<file path="src/rtl/cdb_arbiter.sv">
// Common data bus producer: per-source result FIFOs, round-robin grant of one
// result per cycle into a registered cdb_valid/cdb_tag/cdb_data broadcast.
module cdb_arbiter #(
   parameter int unsigned N_SRC = 4,
   parameter int unsigned DEPTH = 2,
   parameter int unsigned TAG_W = 4
) (
   input  logic                       clk,
   input  logic                       rst_n,
   input  logic                       flush,
   input  logic [N_SRC-1:0]           src_valid,
   input  logic [N_SRC*TAG_W-1:0]     src_tag,
   input  logic [N_SRC*32-1:0]        src_data,
   output logic [N_SRC-1:0]           src_ready,
   output logic                       cdb_valid,
   output logic [TAG_W-1:0]           cdb_tag,
   output logic [31:0]                cdb_data,
   output logic [$clog2(N_SRC)-1:0]   cdb_src,
   output logic                       tag_err
);

   localparam int unsigned SW = $clog2(N_SRC);
   localparam int unsigned AW = $clog2(DEPTH);
   localparam int unsigned PW = AW + 1;
   localparam int unsigned EW = TAG_W + 32;

   logic [EW-1:0]      mem_q [N_SRC][DEPTH];
   logic [EW-1:0]      mem_d [N_SRC][DEPTH];
   logic [PW-1:0]      wr_q  [N_SRC];
   logic [PW-1:0]      wr_d  [N_SRC];
   logic [PW-1:0]      rd_q  [N_SRC];
   logic [PW-1:0]      rd_d  [N_SRC];

   logic [N_SRC-1:0]   full;
   logic [N_SRC-1:0]   empty;
   logic [N_SRC-1:0]   push;
   logic [N_SRC-1:0]   zero_tag;

   logic [SW-1:0]      rr_q, rr_d;
   logic [SW-1:0]      win;
   logic               win_vld;
   logic               grant;

   logic               cdb_valid_q, cdb_valid_d;
   logic [TAG_W-1:0]   cdb_tag_q, cdb_tag_d;
   logic [31:0]        cdb_data_q, cdb_data_d;
   logic [SW-1:0]      cdb_src_q, cdb_src_d;
   logic               tag_err_q, tag_err_d;

   // Ready depends only on registered pointers, never on this cycle's grant.
   always_comb begin
      full     = '0;
      empty    = '0;
      push     = '0;
      zero_tag = '0;
      for (int i = 0; i < N_SRC; i++) begin
         empty[i]    = (wr_q[i] == rd_q[i]);
         full[i]     = (wr_q[i][PW-1] != rd_q[i][PW-1]) &&
                       (wr_q[i][AW-1:0] == rd_q[i][AW-1:0]);
         zero_tag[i] = (src_tag[i*TAG_W +: TAG_W] == '0);
         push[i]     = src_valid[i] && !full[i] && !zero_tag[i] && !flush;
      end
   end

   assign src_ready = ~full;

   // Scan offsets from N_SRC down to 1 so the smallest offset after rr_q wins.
   always_comb begin
      int unsigned idx;
      logic [SW-1:0] cand;
      win     = '0;
      win_vld = 1'b0;
      idx     = 0;
      cand    = '0;
      for (int k = N_SRC; k >= 1; k--) begin
         idx  = (int'(rr_q) + k) % N_SRC;
         cand = idx[SW-1:0];
         if (!empty[cand]) begin
            win     = cand;
            win_vld = 1'b1;
         end
      end
   end

   assign grant = win_vld && !flush;

   always_comb begin
      mem_d = mem_q;
      wr_d  = wr_q;
      rd_d  = rd_q;
      for (int i = 0; i < N_SRC; i++) begin
         if (flush) begin
            wr_d[i] = '0;
            rd_d[i] = '0;
         end else begin
            if (push[i]) begin
               mem_d[i][wr_q[i][AW-1:0]] = {src_tag[i*TAG_W +: TAG_W], src_data[i*32 +: 32]};
               wr_d[i] = wr_q[i] + PW'(1);
            end
            if (grant && (win == SW'(i))) begin
               rd_d[i] = rd_q[i] + PW'(1);
            end
         end
      end
   end

   always_comb begin
      cdb_valid_d = 1'b0;
      cdb_tag_d   = cdb_tag_q;
      cdb_data_d  = cdb_data_q;
      cdb_src_d   = cdb_src_q;
      rr_d        = rr_q;
      tag_err_d   = tag_err_q | (|(src_valid & zero_tag));
      if (grant) begin
         cdb_valid_d = 1'b1;
         {cdb_tag_d, cdb_data_d} = mem_q[win][rd_q[win][AW-1:0]];
         cdb_src_d   = win;
         rr_d        = win;
      end
   end

   always_ff @(posedge clk or negedge rst_n) begin
      if (!rst_n) begin
         for (int i = 0; i < N_SRC; i++) begin
            wr_q[i] <= '0;
            rd_q[i] <= '0;
         end
         rr_q        <= SW'(N_SRC - 1);
         cdb_valid_q <= 1'b0;
         cdb_tag_q   <= '0;
         cdb_data_q  <= '0;
         cdb_src_q   <= '0;
         tag_err_q   <= 1'b0;
      end else begin
         wr_q        <= wr_d;
         rd_q        <= rd_d;
         rr_q        <= rr_d;
         cdb_valid_q <= cdb_valid_d;
         cdb_tag_q   <= cdb_tag_d;
         cdb_data_q  <= cdb_data_d;
         cdb_src_q   <= cdb_src_d;
         tag_err_q   <= tag_err_d;
      end
   end

   // Payload storage needs no reset; validity lives in the pointers.
   always_ff @(posedge clk) begin
      mem_q <= mem_d;
   end

   assign cdb_valid = cdb_valid_q;
   assign cdb_tag   = cdb_tag_q;
   assign cdb_data  = cdb_data_q;
   assign cdb_src   = cdb_src_q;
   assign tag_err   = tag_err_q;

endmodule

</file>
<file path="config.mk">
export PLATFORM = sky130hd
export DESIGN_NAME = cdb_arbiter
export DESIGN_NICKNAME = d
export VERILOG_FILES = /design/src/rtl/cdb_arbiter.sv
export SDC_FILE = /design/constraint.sdc
export NUM_CORES = 1
export LEC_CHECK = 0
export BUFFER_PORTS_ARGS = -buffer_cell sky130_fd_sc_hd__buf_2
export CAP_MARGIN = 10
export CORE_UTILIZATION = 59
export CTS_BUF_LIST = sky130_fd_sc_hd__clkbuf_4 sky130_fd_sc_hd__clkbuf_8
export CTS_CLUSTER_DIAMETER = 30
export DETAILED_ROUTE_END_ITERATION = 8
export PLACE_DENSITY_LB_ADDON = 0.25
export SKIP_CTS_REPAIR_TIMING = 1
export SYNTH_ARGS = -nofsm -noshare
export SYNTH_HDL_FRONTEND = slang
export SYNTH_SLANG_ARGS = --single-unit
</file>
<file path="constraint.sdc">
create_clock -name clk -period 4.9 [get_ports clk]
set_input_delay 0.735 -clock clk [delete_from_list [all_inputs] [get_ports clk]]
set_output_delay 0.735 -clock clk [all_outputs]
set_load 0.1 [all_outputs]
</file>
==> summary.md, run 1 <==
| Metric | Value |
|---|---|
| Grt total ovfl | 0 |
| Setup Slack @ Placement | 1.50 ns |
| Largest net degree at the start of global routing | 106 |
| # DRC | 0 |
| Detailed-route via count | 8800 |
| Synth Warn # | 0 |
| First-pass detailed-route iteration total | 5 |
| Design area | about 16000 um2 |
| Post-route ant nets | 0 |
| Clock transition at path regs | 0.07 ns |
| Seq/Total Area, Yosys | between 70% and 80% |
| Final Cycle Share | 70.3% |
| Max cap viols | 0 |
| Worst-skew pair later-pin latency | 0.59 ns |
| Clock sinks | between 300 and 400 |
| Clk_skew | ~0.019 ns |
| Die area | 23600 um2 |
| Final Hold Violating Endpoints | 0 |
| Number of synthesized flops with an enable pin | 288 |
| Worst slew pin tran | 1.23 ns |
| Status | finished, final reports clean |
| Rel. slew slack | 18.3% |
| Die width | ~150 um |
| Synthesis-stage register bit count | ~350 |
| Final setup viols | 0 |
| Yosys top cell by area | edfxtp_1 |
| Asr flop ratio synth | around 17% |
| Setup_tns | 0 ns |
| Core area | 22600 um2 |
| Total track usage | 26.7% |
| Nets | between 1000 and 1500 |
| Fin crit period | 3.45 ns |
| Synth area leaders | edfxtp_1 (64%), dfrtp_1 (10%), nand2_1 (5.2%) |
| Final WS setup | approximately 1.5 ns |
| Vias per cell | 5.83 |
| CP Max Fanout | 72 |
| Max Fclk | 0.290 GHz |
| Yosys cell types | 38 |
| Worst Setup Start Kind | flip-flop |
| WL per Instance | about 21 um |
| HP Class | in -> async |
| Effective utilization at floorplan | 60.0% |
| Iteration-0 DRC Markers | roughly 600 |
| Root buffer cell | clkbuf_8 |
| Number of global-route vias before repair | between 8000 and 9000 |
| Max Buffers Root-to-Sink | 3 |
| Post-DP Area | between 10000 and 15000 um2 |
| Crit. End Element | flip-flop |
| Most common cell after layout, fill and taps aside | edfxtp_1 |
| Row cnt | 55 |
| First-pass GRT wire length | 47.4 mm |
| Antenna violations before repair | 6 |
| Port bufs | 194 |
| Synth Area per Inst | 14.2 um2 |
| Area growth, synth to finish | 19.2% |
| Depth of the CTS H-tree | 2 |
| Die height | 154 um |
| Fraction of layout cells with a size suffix above 1 | approximately 28% |
| Final Slew Violations | 0 |
| Syn_nets | 1111 |
| Total CTS buffers | between 60 and 70 |
| Placer Congestion | 0.800 |
| Worst Path Arrival | 3.86 ns |
| Worst Path Required | 5.31 ns |
| CTS tree | done |
| RSZ-0062 raised after global routing | false |
| Commonest non-fill, non-tap cells in the layout | edfxtp_1 (288), buf_2 (193), nand2_1 (187), a21oi_1 (76), clkbuf_8 (66) |
| Top-Level Pins | 195 |
| Hpwl dp | 19.0 mm |
| Critical path class | reg -> reg |
| Synth Cell Area | about 14000 um2 |
| Final Routed Wirelength | 31.2 mm |
| Post-synth top flop | edfxtp_1 |
| Share of the synthesized area in the top cell type | 63.6% |
| Cells after synthesis | 960 |
through the flow:
step,utilization (%),cells,hold slack [ns]
global placement,65.5,1392,0.452
detailed placement,65.5,1392,0.452
CTS,71.5,1507,0.285
finish,71.6,1510,0.276
global route,71.6,1509,0.296
floorplan,-,960,0.439
cells in the mapped netlist (7+ instances only):
library cell	number
nor3_1	8
mux2i_1	36
buf_1	7
a221o_1	36
nor2_1	60
xor2_1	8
buf_2	18
a31oi_1	36
nand3_1	7
a21oi_1	77
inv_1	12
dfrtp_1	56
a32oi_1	36
nand2_1	187
xnor2_1	10
edfxtp_1	288
clkbuf_1	34
registers in the layout, indices dropped and copies added (netlist names):
register,cells
cdb_valid,1
cdb_src,2
mem_q,288
cdb_tag,4
wr_q,8
rd_q,8
cdb_data,32
tag_err,1
rr_q,2
area by class of cell:
| class | instances | area (um2) |
|---|---|---|
| antenna | 3 | 7.51 |
| clock buffer | 82 | 1030 |
| clock inverter | 33 | 330 |
| fill | 1513 | 6440 |
| inverter | 12 | 45.0 |
| multi-input combinational | 537 | 3210 |
| sequential | 346 | 10100 |
| tap | 285 | 357 |
| timing repair buffer | 212 | 1120 |
routing by layer:
| layer | track usage, % | wire length (um) | vias up |
|---|---|---|---|
| li1 | - | - | 4045 |
| met1 | 35.4 | 12800 | 4333 |
| met2 | 43.9 | 15400 | 355 |
| met3 | 5.55 | 2290 | 61 |
| met4 | 9.62 | 687 | 6 |
| met5 | 0 | 35 | - |
path summary, 6_finish.rpt:
path / from / cells after the start / slack, ns / end
min: rst_n / 1 / 0.28 / cdb_data[5]
min in group clk: src_data[97] / 1 / 0.32 / mem_q[1]
max reg2reg: wr_q[6] / 8 / 1.45 / cdb_tag[1]
max: wr_q[6] / 8 / 1.45 / cdb_tag[1]
max in group asynchronous: rst_n / 1 / 4.06 / cdb_data[23]
min reg2reg: tag_err / 1 / 0.47 / tag_err
critical path, stage by stage (launching register included):
cell	delay (ns)
dfrtp_1	0.44
xor2_2	0.23
nor4_4	0.37
o32ai_2	0.18
or3_4	0.69
nand2_1	0.19
a32o_4	0.78
a221o_1	0.21
a31oi_1	0.08
cell families (layout without fill, tap and decap cells):
kind of cell / count (synthesis) / count (layout) / share of synthesized area, %
flip-flops: 346 / 346 / 74.3
AND/OR/NAND/NOR: 282 / 282 / 8.53
AO/OA/AOI/OAI: 197 / 197 / 10.3
buffers and inverters: 77 / 339 / 2.60
multiplexers: 36 / 36 / 2.65
XOR/XNOR: 22 / 22 / 1.64
other: 0 / 3 / 0
Power of run 1 is not shown: default switching activity piles up to over one toggle a cycle in this logic, so the estimate is an artifact.
==> run 2: changes to the inputs <==
Settings changed: CORE_UTILIZATION 59 to 53.
Clock period 4.9 ns to 3.15 ns, I/O delays scaled along.
==> run 2 against run 1 <==
  * Cell count up 5.5%
  * Largest cell class unchanged
  * Register-to-register slack lost 1.3 ns
  * Die area up 11%
==> summary.md, run 2 (synthesis results as in run 1) <==
| Metric | Value |
|---|---|
| Status | finished, final reports clean (unchanged) |
| CTS tree | done (unchanged) |
| # DRC | 0 (unchanged) |
| Reg2reg start | wr_q[6] (unchanged) |
| Final WS setup | 0.113 ns (was 1.45 ns) |
| Clock sinks | 346 (unchanged) |
| Placer Congestion | 0.829 (was 0.800) |
| First-pass detailed-route iteration total | 5 (unchanged) |
| Final Util | 66.8% (was 71.6%) |
| RSZ-0062 raised after global routing | true (was false) |
| Fraction of layout cells with a size suffix above 1 | 30.6% (was 28.2%) |
| Port bufs | 194 (unchanged) |
| CP Max Fanout | 40 (was 72) |
| Post-route ant nets | 0 (unchanged) |
| Depth of the CTS H-tree | 3 (was 2) |
| Dpl cells | 1450 (was 1392) |
| Total CTS buffers | 74 (was 61) |
| Setup_tns | 0 ns (unchanged) |
| Capturing point of the worst reg2reg path | cdb_data[13] (was cdb_tag[1]) |
| Most flops, register | mem_q (unchanged) |
| Worst Setup Start Kind | flip-flop (unchanged) |
| Top-Level Pins | 195 (unchanged) |
| Clk_skew | 0.0282 ns (was 0.0190 ns) |
| Setup Slack @ Placement | 0.172 ns (was 1.50 ns) |
| Worst-skew pair later-pin latency | 0.58 ns (was 0.59 ns) |
| Cell depth of the worst flop-to-flop path | 9 (was 8) |
| Critical path class | reg -> reg (unchanged) |
| Core area | 25200 um2 (was 22600 um2) |
| Worst hold margin | 0.0423 ns (was 0.276 ns) |
| Nets | 1347 (was 1321) |
| WL per Instance | 20.9 um (was 20.6 um) |
| Antenna violations before repair | 6 (unchanged) |
| Max cap viols | 0 (unchanged) |
| Final Slew Violations | 0 (unchanged) |
| Crit. End Element | flip-flop (unchanged) |
| Max IR drop VDD | 1.40 mV |
| Die width | 162 um (was 154 um) |
| Pwr/cell area | 1260 nW/um2 |
| First-pass GRT wire length | 50.8 mm (was 47.4 mm) |
| Worst slew pin tran | 0.904 ns (was 1.23 ns) |
| Clock transition at path regs | 0.06 ns (was 0.07 ns) |
| Vias per cell | 5.65 (was 5.83) |
| Flop-to-flop setup slack | 0.11 ns (was 1.45 ns) |
| Final Hold Violating Endpoints | 0 (unchanged) |
| Die area | 26300 um2 (was 23600 um2) |
| Root buffer cell | clkbuf_8 (unchanged) |
| Detailed-route via count | 9002 (was 8800) |
| Max Buffers Root-to-Sink | 3 (unchanged) |
| Number of global-route vias before repair | 9103 (was 8616) |
| Most common cell after layout, fill and taps aside | edfxtp_1 (unchanged) |
| Area growth, synth to finish | 23.9% (was 19.2%) |
| Die height | 162 um (was 154 um) |
| Effective utilization at floorplan | 54.0% (was 60.0%) |
| P_leak | around 0.0064 uW |
| Total track usage | 25.9% (was 26.7%) |
| Max Fclk | 0.329 GHz (was 0.290 GHz) |
| Final cell count without fillers | 1593 (was 1510) |
| Final setup viols | 0 (unchanged) |
| Commonest non-fill, non-tap cells in the layout | edfxtp_1 (288), buf_2 (193), nand2_1 (187), clkbuf_8 (80), a21oi_1 (76) (was edfxtp_1 (288), buf_2 (193), nand2_1 (187), a21oi_1 (76), clkbuf_8 (66)) |
| Worst Path Arrival | 3.52 ns (was 3.86 ns) |
| Worst Path Required | 3.64 ns (was 5.31 ns) |
| Iteration-0 DRC Markers | 875 (was 595) |
| HP Class | in -> async (unchanged) |
| Grt total ovfl | 0 (unchanged) |
| Final Cycle Share | 96.4% (was 70.3%) |
| Largest register FFs | 288 (unchanged) |
| Row cnt | 58 (was 55) |
| Fin crit period | 3.04 ns (was 3.45 ns) |
| Rel. slew slack | 39.8% (was 18.3%) |
| Final Routed Wirelength | 33.3 mm (was 31.2 mm) |
| Largest net degree at the start of global routing | 74 (was 106) |
| Hpwl dp | 20.0 mm (was 19.0 mm) |
==> run 2: changes by cell type in the layout (fill, tap and decap cells not counted), sizes merged <==
cell | before | now
clkinv | 21 | 14
buf | 212 | 225
diode | 3 | 5
clkinvlp | 3 | 14
inv | 15 | 16
clkbuf | 82 | 99
bufinv | 6 | 7
==> run 2: cell type report <==
cell class | instances | area (um2)
diodes | 5 | 12.5
multi-input cells | 537 | 3270
inverters | 12 | 45.0
clock inverters | 39 | 429
fillers | 1783 | 8350
well taps | 330 | 413
repair buffers | 225 | 1320
clock buffers | 99 | 1240
flip-flops and latches | 346 | 10100
==> run 2: worst max-delay path, cell delays in order (launching register included) <==
cell     delay (ns)
dfrtp_1        0.44
xor2_2         0.24
nor4_4         0.39
o32ai_2        0.19
nor3_4         0.47
nand2_1        0.17
a32o_4         0.37
buf_12         0.19
a221o_1        0.29
a31oi_1        0.17
==> run 2: per-layer routing <==
layer	vias up	wire length, um	track usage, %
li1	4115	-	-
met1	4396	13800	34.5
met2	401	15900	41.7
met3	84	2620	5.26
met4	6	940	11.1
met5	-	41	0
==> run 2: worst max-delay path by stage <==
stage / start / cells past startpoint / slack, ns / to
2_1_floorplan: rd_q[0] / 4 / -0.30 / mem_q[0]
3_3_place_gp: wr_q[6] / 8 / 0.23 / cdb_data[25]
3_5_place_dp: wr_q[6] / 8 / 0.17 / cdb_data[8]
4_1_cts: wr_q[6] / 9 / 0.11 / cdb_data[13]
5_1_grt: wr_q[6] / 8 / -0.01 / cdb_data[28]
6_report: wr_q[6] / 9 / 0.11 / cdb_data[13]
==> run 2: stage by stage <==
| stage | total power [uW] | instance area [um2] |
|---|---|---|
| floorplan | 13700 | 13700 |
| global placement | 15700 | 15100 |
| detailed placement | 15900 | 15100 |
| CTS | 21200 | 16800 |
| global route | 22300 | 16800 |
| finish | 21200 | 16800 |
==> run 2: power breakdown <==
group	switching [uW]	internal, uW	leakage (uW)
Sequential	293	5620	0.00332
Combinational	6930	3060	0.00224
Clock	2050	3200	0.000829
(Power assumes the default switching activity.)
==> run 3: changes to the inputs <==
Settings changed: GPL_TIMING_DRIVEN from default to 0, PLACE_DENSITY_LB_ADDON 0.25 to 0.15.
==> run 3 against run 2 <==
  * Critical endpoint is now cdb_data[14]
  * Largest cell class unchanged
  * Utilization up 0.69 points
  * Die area unchanged
  * Setup slack improved by 0.020 ns
  * Worst hold slack got worse by 0.016 ns
==> summary.md, run 3 (synthesis results as in run 1) <==
| Metric | Value |
|---|---|
| Status | finished, final reports clean (unchanged) |
| Largest register FFs | 288 (unchanged) |
| Total CTS buffers | 68 (was 74) |
| Worst Path Required | 3.62 ns (was 3.64 ns) |
| Die height | 162 um (unchanged) |
| Clk_skew | 0.0308 ns (was 0.0282 ns) |
| Worst Setup Start Kind | flip-flop (unchanged) |
| Post-route ant nets | 0 (unchanged) |
| Detailed-route via count | 9236 (was 9002) |
| Worst Path Arrival | 3.49 ns (was 3.52 ns) |
| Antenna violations before repair | 2 (was 6) |
| Grt total ovfl | 0 (unchanged) |
| First-pass GRT wire length | 52.9 mm (was 50.8 mm) |
| Hpwl dp | 24.8 mm (was 20.0 mm) |
| Setup Slack @ Placement | -0.183 ns (was 0.172 ns) |
| CTS tree | done (unchanged) |
| Critical-path top delay cell | clkbuf_1 (was nor3_4) |
| Final Slew Violations | 0 (unchanged) |
| Rel. slew slack | 37.7% (was 39.8%) |
| Clock sinks | 346 (unchanged) |
| Fraction of layout cells with a size suffix above 1 | 30.8% (was 30.6%) |
| HP Class | in -> async (unchanged) |
| # DRC | 0 (unchanged) |
| WL per Instance | 22.1 um (was 20.9 um) |
| Fin crit period | 3.02 ns (was 3.04 ns) |
| Top-Level Pins | 195 (unchanged) |
| Iteration-0 DRC Markers | 767 (was 875) |
| Worst slew pin tran | 0.931 ns (was 0.904 ns) |
| Core area | 25200 um2 (unchanged) |
| Most flops, register | mem_q (unchanged) |
| Port bufs | 193 (was 194) |
| Max Buffers Root-to-Sink | 3 (unchanged) |
| Max Fclk | 0.332 GHz (was 0.329 GHz) |
| Total track usage | 27.9% (was 25.9%) |
| Vias per cell | 5.68 (was 5.65) |
| Critical Path Max Stage Delay | 0.49 ns (was 0.47 ns) |
| RSZ-0062 raised after global routing | false (was true) |
| Final Hold Violating Endpoints | 0 (unchanged) |
| Placer Congestion | 0.818 (was 0.829) |
| Final Cycle Share | 95.8% (was 96.4%) |
| Depth of the CTS H-tree | 3 (unchanged) |
| Commonest non-fill, non-tap cells in the layout | edfxtp_1 (288), buf_2 (208), nand2_1 (187), a21oi_1 (77), clkbuf_8 (77) (was edfxtp_1 (288), buf_2 (193), nand2_1 (187), clkbuf_8 (80), a21oi_1 (76)) |
| Fill cells | 1801 (was 1783) |
| Worst-skew pair later-pin latency | 0.57 ns (was 0.58 ns) |
| Number of global-route vias before repair | 9179 (was 9103) |
| Final WS setup | 0.134 ns (was 0.113 ns) |
| Clock transition at path regs | 0.05 ns (was 0.06 ns) |
| Crit. End Element | flip-flop (unchanged) |
| Final setup viols | 0 (unchanged) |
| Die area | 26300 um2 (unchanged) |
| Root buffer cell | clkbuf_8 (unchanged) |
| Nets | 1390 (was 1347) |
| Die width | 162 um (unchanged) |
| Effective utilization at floorplan | 54.0% (unchanged) |
| Setup_tns | 0 ns (unchanged) |
| Critical path class | reg -> reg (unchanged) |
| Row cnt | 58 (unchanged) |
| Max cap viols | 0 (unchanged) |
| CP Max Fanout | 10 (was 40) |
| First-pass detailed-route iteration total | 5 (unchanged) |
| Largest net degree at the start of global routing | 59 (was 74) |
| Worst hold margin | 0.0267 ns (was 0.0423 ns) |
| Area growth, synth to finish | 25.1% (was 23.9%) |
| Most common cell after layout, fill and taps aside | edfxtp_1 (unchanged) |
| Critical Path, Cell by Cell | xor2_2, nor4_4, o32ai_2, nor3_4, buf_4, clkbuf_1, a21oi_1, a32oi_1, nand2_1, a31oi_1 (was xor2_2, nor4_4, o32ai_2, nor3_4, nand2_1, a32o_4, buf_12, a221o_1, a31oi_1) |
| Final Routed Wirelength | 36.0 mm (was 33.3 mm) |
## run 3: cell count changes in the layout (fill, tap and decap cells not counted), sizes merged
cell	before	now
clkinvlp	14	5
inv	16	15
diode	5	2
clkinv	14	15
bufinv	7	4
buf	225	233
clkbuf	99	139
## run 3: worst max-delay path: cells and delay by family, from the launching register on
kind / cells / cell delay [ns]
AOI/OAI and AO/OA: 4 / 0.72
xor gates and xnor gates: 1 / 0.24
buffers and inverters: 2 / 0.73
DFF: 1 / 0.46
and+or+nand+nor: 3 / 0.79
## run 3: layout make-up
cell class	instances	area, um2	share of cell area [%]
Sequential cell	346	10100	59.4
Multi-Input combinational cell	537	3240	19.1
Timing Repair Buffer	209	1370	8.06
Clock buffer	98	1220	7.16
Tap cell	330	413	2.43
Buffer	65	345	2.03
Clock inverter	27	267	1.57
Inverter	12	45.0	0.265
Antenna cell	2	5.00	0.0294
## run 3: stage by stage
stage | util (%) | instance area, um2 | instances
3_3_place_gp | 59.7 | 15000 | 1483
5_1_grt | 67.5 | 17000 | 1625
4_1_cts | 67.3 | 17000 | 1624
2_1_floorplan | - | 13700 | 960
6_report | 67.5 | 17000 | 1626
3_5_place_dp | 61.4 | 15500 | 1499
## run 3: per-layer routing
metal	GRT usage [%]	up-vias	routed length (um)
met5	0	-	17
met2	42.5	501	16600
li1	-	4189	-
met4	12.8	2	1080
met3	4.98	92	3090
met1	39.3	4452	15200
## run 3: final timing paths
kind / slack (ns) / depth (start not counted) / endpoint / from
setup / recovery: 0.13 / 10 / cdb_data[14] / wr_q[6]
hold / removal: 0.03 / 1 / tag_err / rst_n
setup reg to reg: 0.13 / 10 / cdb_data[14] / wr_q[6]
hold reg to reg: 0.46 / 1 / tag_err / tag_err
max in group asynchronous: 2.53 / 1 / cdb_data[19] / rst_n
min in group clk: 0.09 / 1 / mem_q[194] / src_data[46]
Power of run 3 is left out for the same reason.
